### src/rtl/button_debouncer.sv
// Multi-channel push-button synchroniser, debouncer and auto-repeat.
// Emits a clean level plus one-cycle press, release, repeat and step pulses.
module button_debouncer #(
  parameter int unsigned N_BTN           = 2,
  parameter int unsigned DEBOUNCE_CYCLES = 1_000_000,
  parameter bit          REPEAT_EN       = 1'b1,
  parameter int unsigned REPEAT_DELAY    = 25_000_000,
  parameter int unsigned REPEAT_PERIOD   = 5_000_000
) (
  input  logic             clk,
  input  logic             rst_n,
  input  logic [N_BTN-1:0] btn_raw,
  output logic [N_BTN-1:0] btn_level,
  output logic [N_BTN-1:0] btn_press,
  output logic [N_BTN-1:0] btn_release,
  output logic [N_BTN-1:0] btn_repeat,
  output logic [N_BTN-1:0] btn_step
);

  localparam logic [31:0] DB_LAST = 32'(DEBOUNCE_CYCLES - 1);
  localparam logic [31:0] DL_LAST = 32'(REPEAT_DELAY - 1);
  localparam logic [31:0] PD_LAST = 32'(REPEAT_PERIOD - 1);

  typedef enum logic [1:0] {
    RELEASED,
    ARMING,
    PRESSED,
    DISARMING
  } state_t;

  logic [N_BTN-1:0] meta;
  logic [N_BTN-1:0] sync;

  // Two-flop synchroniser for the asynchronous raw buttons
  always_ff @(posedge clk or negedge rst_n) begin
    if (!rst_n) begin
      meta <= '0;
      sync <= '0;
    end else begin
      meta <= btn_raw;
      sync <= meta;
    end
  end

  for (genvar c = 0; c < N_BTN; c++) begin : g_ch
    state_t      state;
    state_t      state_nx;
    logic [31:0] scnt;
    logic [31:0] scnt_nx;
    logic [31:0] hcnt;
    logic [31:0] hcnt_nx;
    logic        rep_ph;
    logic        rep_ph_nx;
    logic        level_q;
    logic        press_q;
    logic        release_q;
    logic        repeat_q;
    logic        level_nx;
    logic        press_nx;
    logic        release_nx;
    logic        repeat_nx;
    logic [31:0] h_last;
    logic        fire;

    // rep_ph selects the first-delay or the steady-period limit
    assign h_last = rep_ph ? PD_LAST : DL_LAST;
    assign fire   = REPEAT_EN && (hcnt == h_last);

    // State, counters and registered outputs
    always_ff @(posedge clk or negedge rst_n) begin
      if (!rst_n) begin
        state     <= RELEASED;
        scnt      <= '0;
        hcnt      <= '0;
        rep_ph    <= 1'b0;
        level_q   <= 1'b0;
        press_q   <= 1'b0;
        release_q <= 1'b0;
        repeat_q  <= 1'b0;
      end else begin
        state     <= state_nx;
        scnt      <= scnt_nx;
        hcnt      <= hcnt_nx;
        rep_ph    <= rep_ph_nx;
        level_q   <= level_nx;
        press_q   <= press_nx;
        release_q <= release_nx;
        repeat_q  <= repeat_nx;
      end
    end

    // Next state and counter updates
    always_comb begin
      state_nx  = state;
      scnt_nx   = scnt;
      hcnt_nx   = hcnt;
      rep_ph_nx = rep_ph;
      unique case (state)
        RELEASED: begin
          if (sync[c]) begin
            state_nx = ARMING;
            scnt_nx  = '0;
          end
        end
        ARMING: begin
          if (!sync[c]) begin
            state_nx = RELEASED;
          end else if (scnt == DB_LAST) begin
            state_nx  = PRESSED;
            hcnt_nx   = '0;
            rep_ph_nx = 1'b0;
          end else begin
            scnt_nx = scnt + 32'd1;
          end
        end
        PRESSED: begin
          if (!sync[c]) begin
            state_nx = DISARMING;
            scnt_nx  = '0;
          end else if (fire) begin
            hcnt_nx   = '0;
            rep_ph_nx = 1'b1;
          end else if (REPEAT_EN) begin
            hcnt_nx = hcnt + 32'd1;
          end
        end
        DISARMING: begin
          if (sync[c]) begin
            state_nx = PRESSED;
          end else if (scnt == DB_LAST) begin
            state_nx = RELEASED;
          end else begin
            scnt_nx = scnt + 32'd1;
          end
        end
      endcase
    end

    // Next values of the level and the one-cycle event pulses
    always_comb begin
      level_nx   = level_q;
      press_nx   = 1'b0;
      release_nx = 1'b0;
      repeat_nx  = 1'b0;
      unique case (state)
        ARMING: begin
          if (sync[c] && scnt == DB_LAST) begin
            level_nx = 1'b1;
            press_nx = 1'b1;
          end
        end
        PRESSED: begin
          if (sync[c] && fire) repeat_nx = 1'b1;
        end
        DISARMING: begin
          if (!sync[c] && scnt == DB_LAST) begin
            level_nx   = 1'b0;
            release_nx = 1'b1;
          end
        end
        default: ;
      endcase
    end

    assign btn_level[c]   = level_q;
    assign btn_press[c]   = press_q;
    assign btn_release[c] = release_q;
    assign btn_repeat[c]  = repeat_q;
  end

  assign btn_step = btn_press | btn_repeat;

endmodule

### config.mk
export PLATFORM = sky130hd
export DESIGN_NAME = button_debouncer
export DESIGN_NICKNAME = d
export VERILOG_FILES = /design/src/rtl/button_debouncer.sv
export SDC_FILE = /design/constraint.sdc
export NUM_CORES = 1
export LEC_CHECK = 0
export CAP_MARGIN = 0
export CORE_MARGIN = 8
export CORE_UTILIZATION = 53
export CTS_CLUSTER_DIAMETER = 150
export DETAILED_ROUTE_END_ITERATION = 10
export GPL_TIMING_DRIVEN = 0
export PLACE_DENSITY = 0.72
export REMOVE_ABC_BUFFERS = 1
export SKIP_CTS_REPAIR_TIMING = 1
export SLEW_MARGIN = 15
export SYNTH_ARGS = -nofsm -noshare
export SYNTH_HDL_FRONTEND = slang
export SYNTH_SLANG_ARGS = --single-unit
### constraint.sdc
create_clock -name clk -period 2.75 [get_ports clk]
set_clock_uncertainty 0.2 [all_clocks]
set_input_delay 0.4125 -clock clk [delete_from_list [all_inputs] [get_ports clk]]
set_output_delay 0.4125 -clock clk [all_outputs]
set_load 0.05 [all_outputs]
# Yosys cells after proc, flatten, opt, wreduce, memory -nomap -nowiden
# Cells that the tools add are included.
[word_totals]
regBits = 146
latch_bits = 0
ramBits = 0
rom_bits = 0
input_bits = 4
n_memories = 0
[op_classes]
add_sub_neg = 4
multipliers = 0
n_div = 0
n_lt_le_gt_ge = 0
n_eq_ne = 32
n_shift = 0
n_mux = 66
bitwise_logic = 1
reduce_logical = 24
[ops]
columns = ["operator", "count"]
rows = [
  ["$mux 32", 18],
  ["$pmux 32 s4", 2],
  ["$add 32x1->32 const B", 4],
  ["$pmux 32 s2", 2],
  ["$eq 32x20->1 const B", 2],
  ["$eq 32x25->1", 2],
  ["$mux 25", 2],
  ["$ne 2x2->1 const B", 18],
  ["$mux 1", 24],
  ["$mux 2", 12],
  ["$reduce_and 4->1", 6],
  ["$pmux 2 s4", 2],
  ["$ne 3x3->1 const B", 4],
  ["$reduce_and 5->1", 2],
  ["$eq 2x2->1 const B", 4],
  ["$pmux 1 s2", 4],
  ["$reduce_bool 2->1", 4],
  ["$logic_and 1x1->1", 6],
  ["$reduce_and 3->1", 2],
  ["$eq 2x1->1 const B", 2],
  ["$logic_not 2->1", 2],
  ["$logic_not 1->1", 2],
  ["$or 2x2->2", 1],
]

# Logic depth before layout (Yosys ltp)
[depth]
depth_word = 5
ltp_mapped = 9

# Worst setup path before layout
# OpenSTA, ideal clock, no wires.
[synth_timing]
path_type = "reg-to-reg"
from = "register g_ch[1].hcnt[21]"
to = "register g_ch[1].hcnt[16]"
setup_ns = 0.138
arrival_time_ns = 2.378
path_slack_ns = 0.034
path_stages_with_launch = 9
path_buffers = 2
cell_sequence = "dfrtp_1 > or4_1 > or4_1 > a2111oi_2 > buf_4 > nor2_2 > buf_6 > a41oi_1 > a31oi_1"
[synth_between]
elab_chain_len = 4
[synth_lines]
columns = ["element", "line_no", "source"]
rows = [
  ["start, declared", "50", "logic [31:0] hcnt;"],
  ["start signal, assigned", "83", "hcnt <= hcnt_nx;"],
  ["$eq 32x25->1", "67", "assign fire = REPEAT_EN && (hcnt == h_last);"],
  ["$mux 32", "120", "end else if (fire) begin"],
  ["$mux 32", "117", "if (!sync[c]) begin"],
  ["$pmux 32 s2", "98", "unique case (state)"],
]
# No other way between the ends. The select of a mux whose other input is x is not followed.
# A chain may end at the register's enable or synchronous reset.

# Final worst setup path
[layout_timing]
from = "register g_ch[1].hcnt[21]"
to = "register g_ch[1].hcnt[24]"
[layout_between]
elab_chain_len = 4
[layout_lines]
columns = ["element", "line_no"]
rows = [
  ["$add 32x1->32 / $eq 32x25->1 (equally long branches)", "124, 67"],
  ["$mux 32 (*)", "120"],
  ["$mux 32 (*)", "117"],
  ["$pmux 32 s2 (*)", "98"],
]
# Mark *: on every way between the ends. The rest lies on a longest branch, timed or not. The select of a mux whose other input is x is not followed.

==> results.toml <==
[yosys]
synth_edf_count = 0
synthArstFlopShare_pct = 100
ys_seq_elements = 146
yosysWarnings = 0
seq_area_frac_synth_pct = 45.7
syn-cell-area_um2 = 8000
synth.avg_cell_area_um2 = 8.96
synth_flop_cell = "dfrtp_1"
synthCells = 892
yosys.cell_types.count = 59

[placement]
gp_congestion = 0.848
io_buffer_count = 13
dp_cells = 1045
placed_area_um2 = 8220
place_ws_ns = -1.10
place.detailed.hpwl_mm = 11.7

[final_layout]
reg_top3 = "g_ch.hcnt (64), g_ch.scnt (64)"
drive_gt1_share_pct = 11.2
layout.cells.non_filler = 1100
diodes = 0
final_nets = 907
area_delta_synth_final_pct = 13.6
design_area_um2 = 9090
utilization_pct = 60.7

[floorplan]
initial_utilization_pct = 53.4
die_y_um = 139
core_area_um2 = 15000
row_count = 45
die_x_um = 139
dieArea_um2 = 19300
ioPinCount = 14

[routing]
post_drt_via_cell_ratio = 6.36
ant_nets = 0
drt-pass1-iter-count = 5
wl_mm = 18.9
avgRoutedWirePerCell_um = 17.1
drc = 0
drtIter0Drc = 789
via_count = 6991

[timing]
tns_ns = -0.680
rsz0062_at_grt = "true"
setup_viol = 17
worst_slack_ns = -0.0780
fmax_mhz = 354
finalHoldViolations = 0
period_share_pct = 103
post-route-min-period_ns = 2.83
maxSlewViolCount = 0
relSlewSlack_pct = 44.5
hold_ws_ns = 0.150
worstMarginPinSlew_ns = 0.827

[critical_path]
cp_max_fo = 7
cp_cell_sequence = "or4_1 -> or4_4 -> a2111oi_4 -> buf_6 -> nor2_4 -> and4_1 -> o22a_1"
endpoint_kind = "flip-flop"
cp.arrival_ns = 2.94
cpPeakStageDelay_ns = 0.50
critPathRequiredTime_ns = 2.86
critPathKind = "flip-flop to flip-flop"
critPathLaunchType = "flip-flop"
cp_slowest_cell = "or4_1"

[clock_network]
clk_latency_ns = 0.43
cts_buffer_depth = 2
path_clk_slew_ns = 0.06
cts.htree.levels = 4
clock_sinks = 146
cts-root-buf = "clkbuf_16"
tritoncts = "built"
cts_made_buffers = 17

[power]
finalPower_mw = 4.39
ir_drop_uv = 415
power.leakage_nw = 3.73
power_density_nw_per_um2 = 483

[grt]
grt_pass1_vias = 6363
track_usage_pct = 19.3
grt-ovfl-total = 0
antenna_found_initial = 0
grt_pass1_wl_mm = 31.4
grt_max_degree = 104

[flow_run]
cap_violations = 0

[status]
status = "complete, but fails checks"
violations = "negative setup slack"

[min_path]
hold_class = "flip-flop to flip-flop"
worst paths after layout:
kind | start | endpoint | slack [ns] | depth (start not counted)
setup / recovery | g_ch[1].hcnt[21] | g_ch[1].hcnt[24] | -0.08 | 7
max in group asynchronous | rst_n | g_ch[1].hcnt[12] | 1.27 | 3
hold reg to reg | meta[0] | sync[0] | 0.15 | 0
setup reg to reg | g_ch[1].hcnt[21] | g_ch[1].hcnt[24] | -0.08 | 7
hold / removal | meta[0] | sync[0] | 0.15 | 0
min in group asynchronous | rst_n | g_ch[0].scnt[23] | 0.28 | 2
metal layers:
layer	part of all wire, %	vias to the layer above	global-route usage, %
li1	-	3303	-
met4	1.7	0	6.99
met5	0	-	0
met2	47	241	29.9
met1	46	3420	26.6
met3	5.2	27	3.55
synthesized netlist by cell type (all sizes together), types with 3 or more instances:
cell type,number,area share (%)
xnor2,18,2.0
xor2,32,3.5
and2,8,0.63
nor3,27,1.7
nand4b,4,0.44
inv,15,0.70
mux2i,6,0.75
dfrtp,146,46
a22o,5,0.55
nor4bb,3,0.38
and3,27,2.1
ha,4,0.63
o21ai,47,2.9
nand2b,8,0.63
nor4,24,1.9
o31ai,4,0.38
clkbuf,36,1.7
a41o,3,0.38
nor2,87,4.1
nor4b,9,0.99
a41oi,10,1.3
or3,10,0.78
buf,17,1.4
a21oi,30,1.9
or4,8,0.75
a21o,5,0.47
nand2,100,4.7
and4,21,2.3
nor2b,6,0.47
nand3,60,3.8
o211ai,3,0.28
o21a,6,0.56
nand4,34,2.7
or2,4,0.31
a31oi,40,3.1
cell type report:
type	instances	area, um2
clock inverter	5	27.5
timing repair buffer	37	365
multi-input combinational	682	4250
fill	1282	5890
clock buffer	27	493
tap	188	235
inverter	15	56.3
sequential	146	3660
critical path: cells and delay by family (launching register included):
kind	cells	cell delay (ns)
simple gates	4	1.21
compound gates	2	0.65
flops	1	0.45
buf+inv	1	0.20
cell families after synthesis:
family	after synthesis	synth area share [%]
buffers and inverters	68	3.80
XOR/XNOR	50	5.48
flip-flops	146	45.7
AND/OR/NAND/NOR	445	29.1
multiplexers	8	1.03
AO/OA/AOI/OAI	171	14.2
adder cells (fa/ha/maj)	4	0.626
report_power, final:
group	internal [mW]	total [mW]	switching, mW
Combinational	0.0318	0.110	0.0783
Clock	1.22	2.09	0.868
Sequential	2.17	2.19	0.0277
Total	3.42	4.39	0.974
placed cells by master, fill, tap and decap left out, drive strengths merged, types with 3 or more instances in the layout:
cell type | Yosys | final
o211ai | 3 | 3
nor2b | 6 | 6
a21o | 5 | 5
and3 | 27 | 27
and4 | 21 | 21
o21ai | 47 | 47
nand2 | 100 | 100
a41o | 3 | 3
and2 | 8 | 8
nor2 | 87 | 89
clkinv | 0 | 4
a41oi | 10 | 10
a22o | 5 | 5
ha | 4 | 4
a31oi | 40 | 40
nor3 | 27 | 27
buf | 17 | 24
a21oi | 30 | 30
o31ai | 4 | 4
clkbuf | 36 | 27
or2 | 4 | 5
or4 | 8 | 8
xor2 | 32 | 32
nand3 | 60 | 60
nand2b | 8 | 9
nor4b | 9 | 9
xnor2 | 18 | 18
nor4bb | 3 | 3
mux2i | 6 | 6
clkdlybuf4s50 | 0 | 12
nor4 | 24 | 24
inv | 15 | 15
nand4b | 4 | 4
o21a | 6 | 6
or3 | 10 | 10
nand4 | 34 | 34
dfrtp | 146 | 146
No activity file was read; power rests on OpenSTA's default activity.
==> RTL change 1: new RTL, same flow settings <==
Change the parameter `REPEAT_DELAY` from 25_000_000 to 18_750_000.
--- a/src/rtl/button_debouncer.sv
+++ b/src/rtl/button_debouncer.sv
@@ -4,7 +4,7 @@
   parameter int unsigned N_BTN           = 2,
   parameter int unsigned DEBOUNCE_CYCLES = 1_000_000,
   parameter bit          REPEAT_EN       = 1'b1,
-  parameter int unsigned REPEAT_DELAY    = 25_000_000,
+  parameter int unsigned REPEAT_DELAY    = 18_750_000,
   parameter int unsigned REPEAT_PERIOD   = 5_000_000
 ) (
   input  logic             clk,
Behaviour: same outputs for any inputs over 10 cycles, from zero or initial values and one cycle with rst_n low; that may be too few to reach the edited logic, so the function may still have changed.
==> RTL change 1 against the original RTL <==
  * Maximum frequency up 6.4%
  * Power is 3.6% higher
  * Non-clock buffer count shrank 6
  * Sequential cell count is the same
  * Count of clock-buffer cells in the layout shrank 5
  * Routed wire length rose by 5.7%
  * Synthesized area increased by 4.1%
  * Combinational power is 14% higher
  * Design area up 3.8%
  * Setup slack improved by 0.17 ns
  * First-iteration DRC count down 20%
  * Via count up 5.8%
  * Final cell count increased by 4.7%
  * Critical path type unchanged
  * Largest cell class unchanged
==> RTL change 1: results (changes against the original RTL) <==
metric	value	unit	change
WHS Path Cells	0		unchanged
Synth cell types	65		+10%
Total Nets Final	932		+2.8%
Post-Place Cell Area	8675	µm²	+5.5%
top post-synthesis cells by area	dfrtp_1 44%, a21oi_1 4.6%, nand2_1 4.1%, or4_1 4.1%, nand4_1 3.5%		
R2R depth	5		-2
status	complete, no violations		
Worst Path Arrival	2.80	ns	-0.14 ns
Tightest Pin Transition	0.7861	ns	-0.04077 ns
CP max stage cell	o41a_4		
Fillers	1312		+2.3%
slowest cell delay on critical path	0.69	ns	+0.19 ns
Tot GR Track Use	20.17	%	+0.86 points
hold_ws	0.1548	ns	+0.005033 ns
Seq/Total Area, Yosys	43.87	%	-1.8 points
RD Place Congestion	0.8153		-3.9%
CP Class	register to register		
CP Max Fanout	35		+28
share of layout cells above drive strength 1	10.04	%	-1.1 points
top cells by count, synth	146 x dfrtp_1, 90 x nand2_1, 76 x a21oi_1		
Setup crit start	g_ch[0].scnt[26]$_DFFE_PN0P_		
dpl cells	1113		+6.5%
number of global-route vias before repair	6764		+6.3%
Layout area overhead	13.25	%	
Layout Cells excl Fill	1152		+4.7%
post-detail-place hpwl	13.10	mm	+12%
wire per inst	17.31	µm	+0.94%
Iter 0 DRT Violations	628		-20%
Final Max Tran Viols	0		unchanged
Worst VDD drop	0.0004458	V	+7.4%
vias per inst	6.420		+1.0%
setup ws final	0.09293	ns	+0.1709 ns
dpl ws	-0.2968	ns	+0.8062 ns
synthesized area per cell	8.955	µm²	-0.11%
Pleak	3.561	nW	-4.5%
CP Capture Point	g_ch[0].hcnt[26]$_DFFE_PN0P_		
internal power	3.528	mW	+3.2%
largest net degree at the start of global routing	80		-23%
RTL change 1: cell count changes after synthesis, moves of 14 or more:
| cell | unedited run | this run |
|---|---|---|
| or4_1 | 8 | 45 |
| nand3_1 | 60 | 46 |
| xnor2_1 | 18 | 4 |
| xor2_1 | 32 | 15 |
| nor2_1 | 86 | 47 |
| o31ai_1 | 4 | 37 |
| a21oi_1 | 30 | 76 |
RTL change 1: layout make-up:
cell class              count  share of cell area (%)
inverters                  25                  0.9950
clock buffers              22                   5.134
repair buffers             31                   3.582
well taps                 216                   2.865
clock inverters             9                  0.8623
multi-input cells         703                   47.81
flip-flops and latches    146                   38.75
RTL change 1: routing by layer:
metal | vias up | global-route usage (%) | part of all wire [%]
li1 | 3562 | - | -
met1 | 3614 | 28.17 | 47
met2 | 193 | 31.26 | 47
met3 | 27 | 3.831 | 4.7
met4 | 0 | 5.995 | 1.3
met5 | - | 0 | 0
RTL change 1: cells by family (layout without fill, tap and decap cells):
kind of cell             after synthesis  in the layout  share of synthesized area [%]
flip-flops                           146            146                          43.87
AO/OA/AOI/OAI                        243            243                          18.59
adder cells (fa/ha/maj)                4              4                         0.6010
multiplexers                           7              7                         0.8714
buffers and inverters                 81             87                          4.312
XOR/XNOR                              19             19                          1.998
AND/OR/NAND/NOR                      430            430                          29.76
RTL change 1: power groups by stage:
stage               clock (mW)  sequential (mW)  combinational (mW)
floorplan                    0             2.22              0.0480
global placement             0             2.23               0.110
detailed placement           0             2.23               0.125
CTS                       2.27             2.19               0.126
global route              2.35             2.19               0.143
finish                    2.24             2.19               0.125
==> RTL change 2: new RTL, same settings <==
Made on the original files. One comparison of `scnt` changes from == to >=.
--- a/src/rtl/button_debouncer.sv
+++ b/src/rtl/button_debouncer.sv
@@ -153,7 +153,7 @@
           if (sync[c] && fire) repeat_nx = 1'b1;
         end
         DISARMING: begin
-          if (!sync[c] && scnt == DB_LAST) begin
+          if (!sync[c] && scnt >= DB_LAST) begin
             level_nx   = 1'b0;
             release_nx = 1'b1;
           end
Formal check against the unedited RTL: no difference found for any inputs over 4 cycles, from zero or initial values and one cycle with rst_n low; that may be too few to reach the edited logic, so the function may still have changed.
==> RTL change 2 against the original RTL <==
  * Die area up 1.2%
  * Sequential share of layout area is 0.61 points lower
  * Critical path depth did not move
  * Routed wire length shrank 3.5%
  * First-iteration DRC count fell by 44%
  * Power up 6.8%
  * Synthesized area rose by 1.3%
  * Sequential cell count is the same
  * Utilization increased by 0.38 points
  * Count of clock-buffer cells in the layout shrank 3
  * Global-route usage fell by 1.2 points
  * Design area increased by 1.4%
  * Setup slack improved by 0.17 ns
  * Critical endpoint is now g_ch[0].hcnt[30]$_DFFE_PN0P_
  * Largest power group is now clock
==> RTL change 2: results (changes against the original RTL) <==
metric	value	unit	change
Port Buffer Count	13		unchanged
first-pass GRT wire length	29.65	mm	-5.6%
number of global-route vias before repair	6145		-3.4%
Seq/Total Area, Yosys	45.10	%	-0.59 points
reg2reg end	g_ch[0].hcnt[30]$_DFFE_PN0P_		
Synth cell types	70		+19%
biggest regs	g_ch.hcnt (64), g_ch.scnt (64)		
Worst VDD drop	0.0005035	V	+21%
hold worst-path end	sync[0]$_DFF_PN0_		
top post-synthesis cells by area	dfrtp_1 45%, nor2_1 4.3%, nand2_1 3.5%, xor2_1 3.2%, o21ai_0 3.1%		
Synth warnings	0		unchanged
Switching Share	21.43	%	-0.75 points
Congestion Overflow GR	0		unchanged
Hold Vio Cnt, Final	0		unchanged
Pleak	3.918	nW	+5.1%
vias per inst	6.093		-4.1%
CTS max path bufs	2		unchanged
status	complete, no violations		
initial antenna violation count	0		unchanged
Clk pin slew, worst setup/hold paths	0.06	ns	about the same
Root Driver	clkbuf_16		
Antenna diodes	0		unchanged
Worst Path Arrival	2.76	ns	-0.18 ns
R2R depth	7		unchanged
CP Max Fanout	12		+5
Post-synth ARST share	100.0	%	unchanged
CTS Buf Count	17		unchanged
Clk Latency, worst-skew pair	0.42	ns	
dpl ws	-0.4105	ns	+0.6926 ns
R2R Setup Slk	0.09	ns	+0.17 ns
class of the worst hold path	register to register		
largest net degree at the start of global routing	93		-11%
share of layout cells above drive strength 1	11.05	%	-0.13 points
H-tree level count	4		unchanged
WHS Path Cells	0		unchanged
Tot GR Track Use	18.10	%	-1.2 points
Rel. slew slack	27.29	%	-17 points
Total Nets Final	909		+0.22%
post-detail-place hpwl	11.08	mm	-5.6%
worst hold path startpoint	meta[0]$_DFF_PN0_		
Post-Route WL	18.21	mm	-3.5%
origin of the critical flop-to-flop path	g_ch[0].scnt[6]$_DFFE_PN0P_		
Pre-Repair DR Iteration Count	5		unchanged
Iter 0 DRT Violations	444		-44%
RD Place Congestion	0.8770		+3.4%
top cells by count, synth	146 x dfrtp_1, 93 x nor2_1, 76 x nand2_1		
==> RTL change 2: kinds of logic (layout without fill, tap and decap cells) <==
group                    Yosys count  count (layout)  synth area share [%]
AND/OR/NAND/NOR                  432             433                 29.00
AO/OA/AOI/OAI                    176             179                 14.61
flip-flops                       146             146                 45.10
buffers and inverters             67              90                 3.830
XOR/XNOR                          54              54                 5.838
multiplexers                       8               8                 1.004
adder cells (fa/ha/maj)            4               4                0.6178
==> RTL change 2: area by class of cell <==
class	count	area, µm²
clock inverter	8	98.84
clock buffer	24	511.7
timing repair buffer	34	342.8
fill	1279	5877
tap	188	235.2
sequential	146	3654
multi-input combinational	678	4280
inverter	24	90.09
==> RTL change 2: how the worst max path moves through the flow <==
stage          slack [ns]                         start                      endpoint  depth (start not counted)
6_report             0.09   g_ch[0].scnt[6]$_DFFE_PN0P_  g_ch[0].hcnt[30]$_DFFE_PN0P_                          7
5_1_grt             0.002  g_ch[0].hcnt[17]$_DFFE_PN0P_  g_ch[0].hcnt[18]$_DFFE_PN0P_                          8
4_1_cts             -0.41  g_ch[1].hcnt[21]$_DFFE_PN0P_  g_ch[1].hcnt[19]$_DFFE_PN0P_                          6
3_5_place_dp        -0.41  g_ch[1].hcnt[21]$_DFFE_PN0P_  g_ch[1].hcnt[19]$_DFFE_PN0P_                          6
3_3_place_gp        -4.87                         rst_n  g_ch[0].scnt[18]$_DFFE_PN0P_                          1
2_1_floorplan        0.14  g_ch[1].scnt[13]$_DFFE_PN0P_   g_ch[1].hcnt[8]$_DFFE_PN0P_                          6
==> RTL change 2: critical path: stages, from the launching register on <==
cell and delay [ns]:
dfrtp_1 0.44, or3_1 0.39, or4_4 0.51, nor4_4 0.22, buf_4 0.18, a21o_2 0.24
o21ai_1 0.12, a22o_1 0.24
==> RTL change 2: routing by layer <==
layer,global-route usage [%],share of wire [%]
met5,0,0
met3,4.001,4.6
met4,4.914,1.1
met2,29.14,47
met1,24.19,47
==> RTL change 2: metrics by stage <==
stage | utilization [%] | hold WS (ns) | TNS, ns | cells | area (µm²)
4_1_cts | 59.20 | -0.2842 | -17.26 | 1080 | 8932
2_1_floorplan | - | -0.08309 | 0 | 844 | 7881
3_3_place_gp | 54.65 | 0.1359 | -735.49 | 1045 | 8247
5_1_grt | 61.05 | 0.1833 | 0 | 1102 | 9213
6_report | 61.05 | 0.1594 | 0 | 1102 | 9213
3_5_place_dp | 55.15 | 0.1380 | -16.80 | 1048 | 8322
==> RTL change 2: power by group through the flow <==
stage                     clock network (mW)  logic (mW)  registers, mW
final                                   2.37       0.120           2.20
after global placement                     0       0.108           2.24
after detailed placement                   0       0.122           2.24
after global routing                    2.48       0.140           2.21
after CTS                               2.41       0.122           2.20
after floorplan                            0      0.0494           2.23
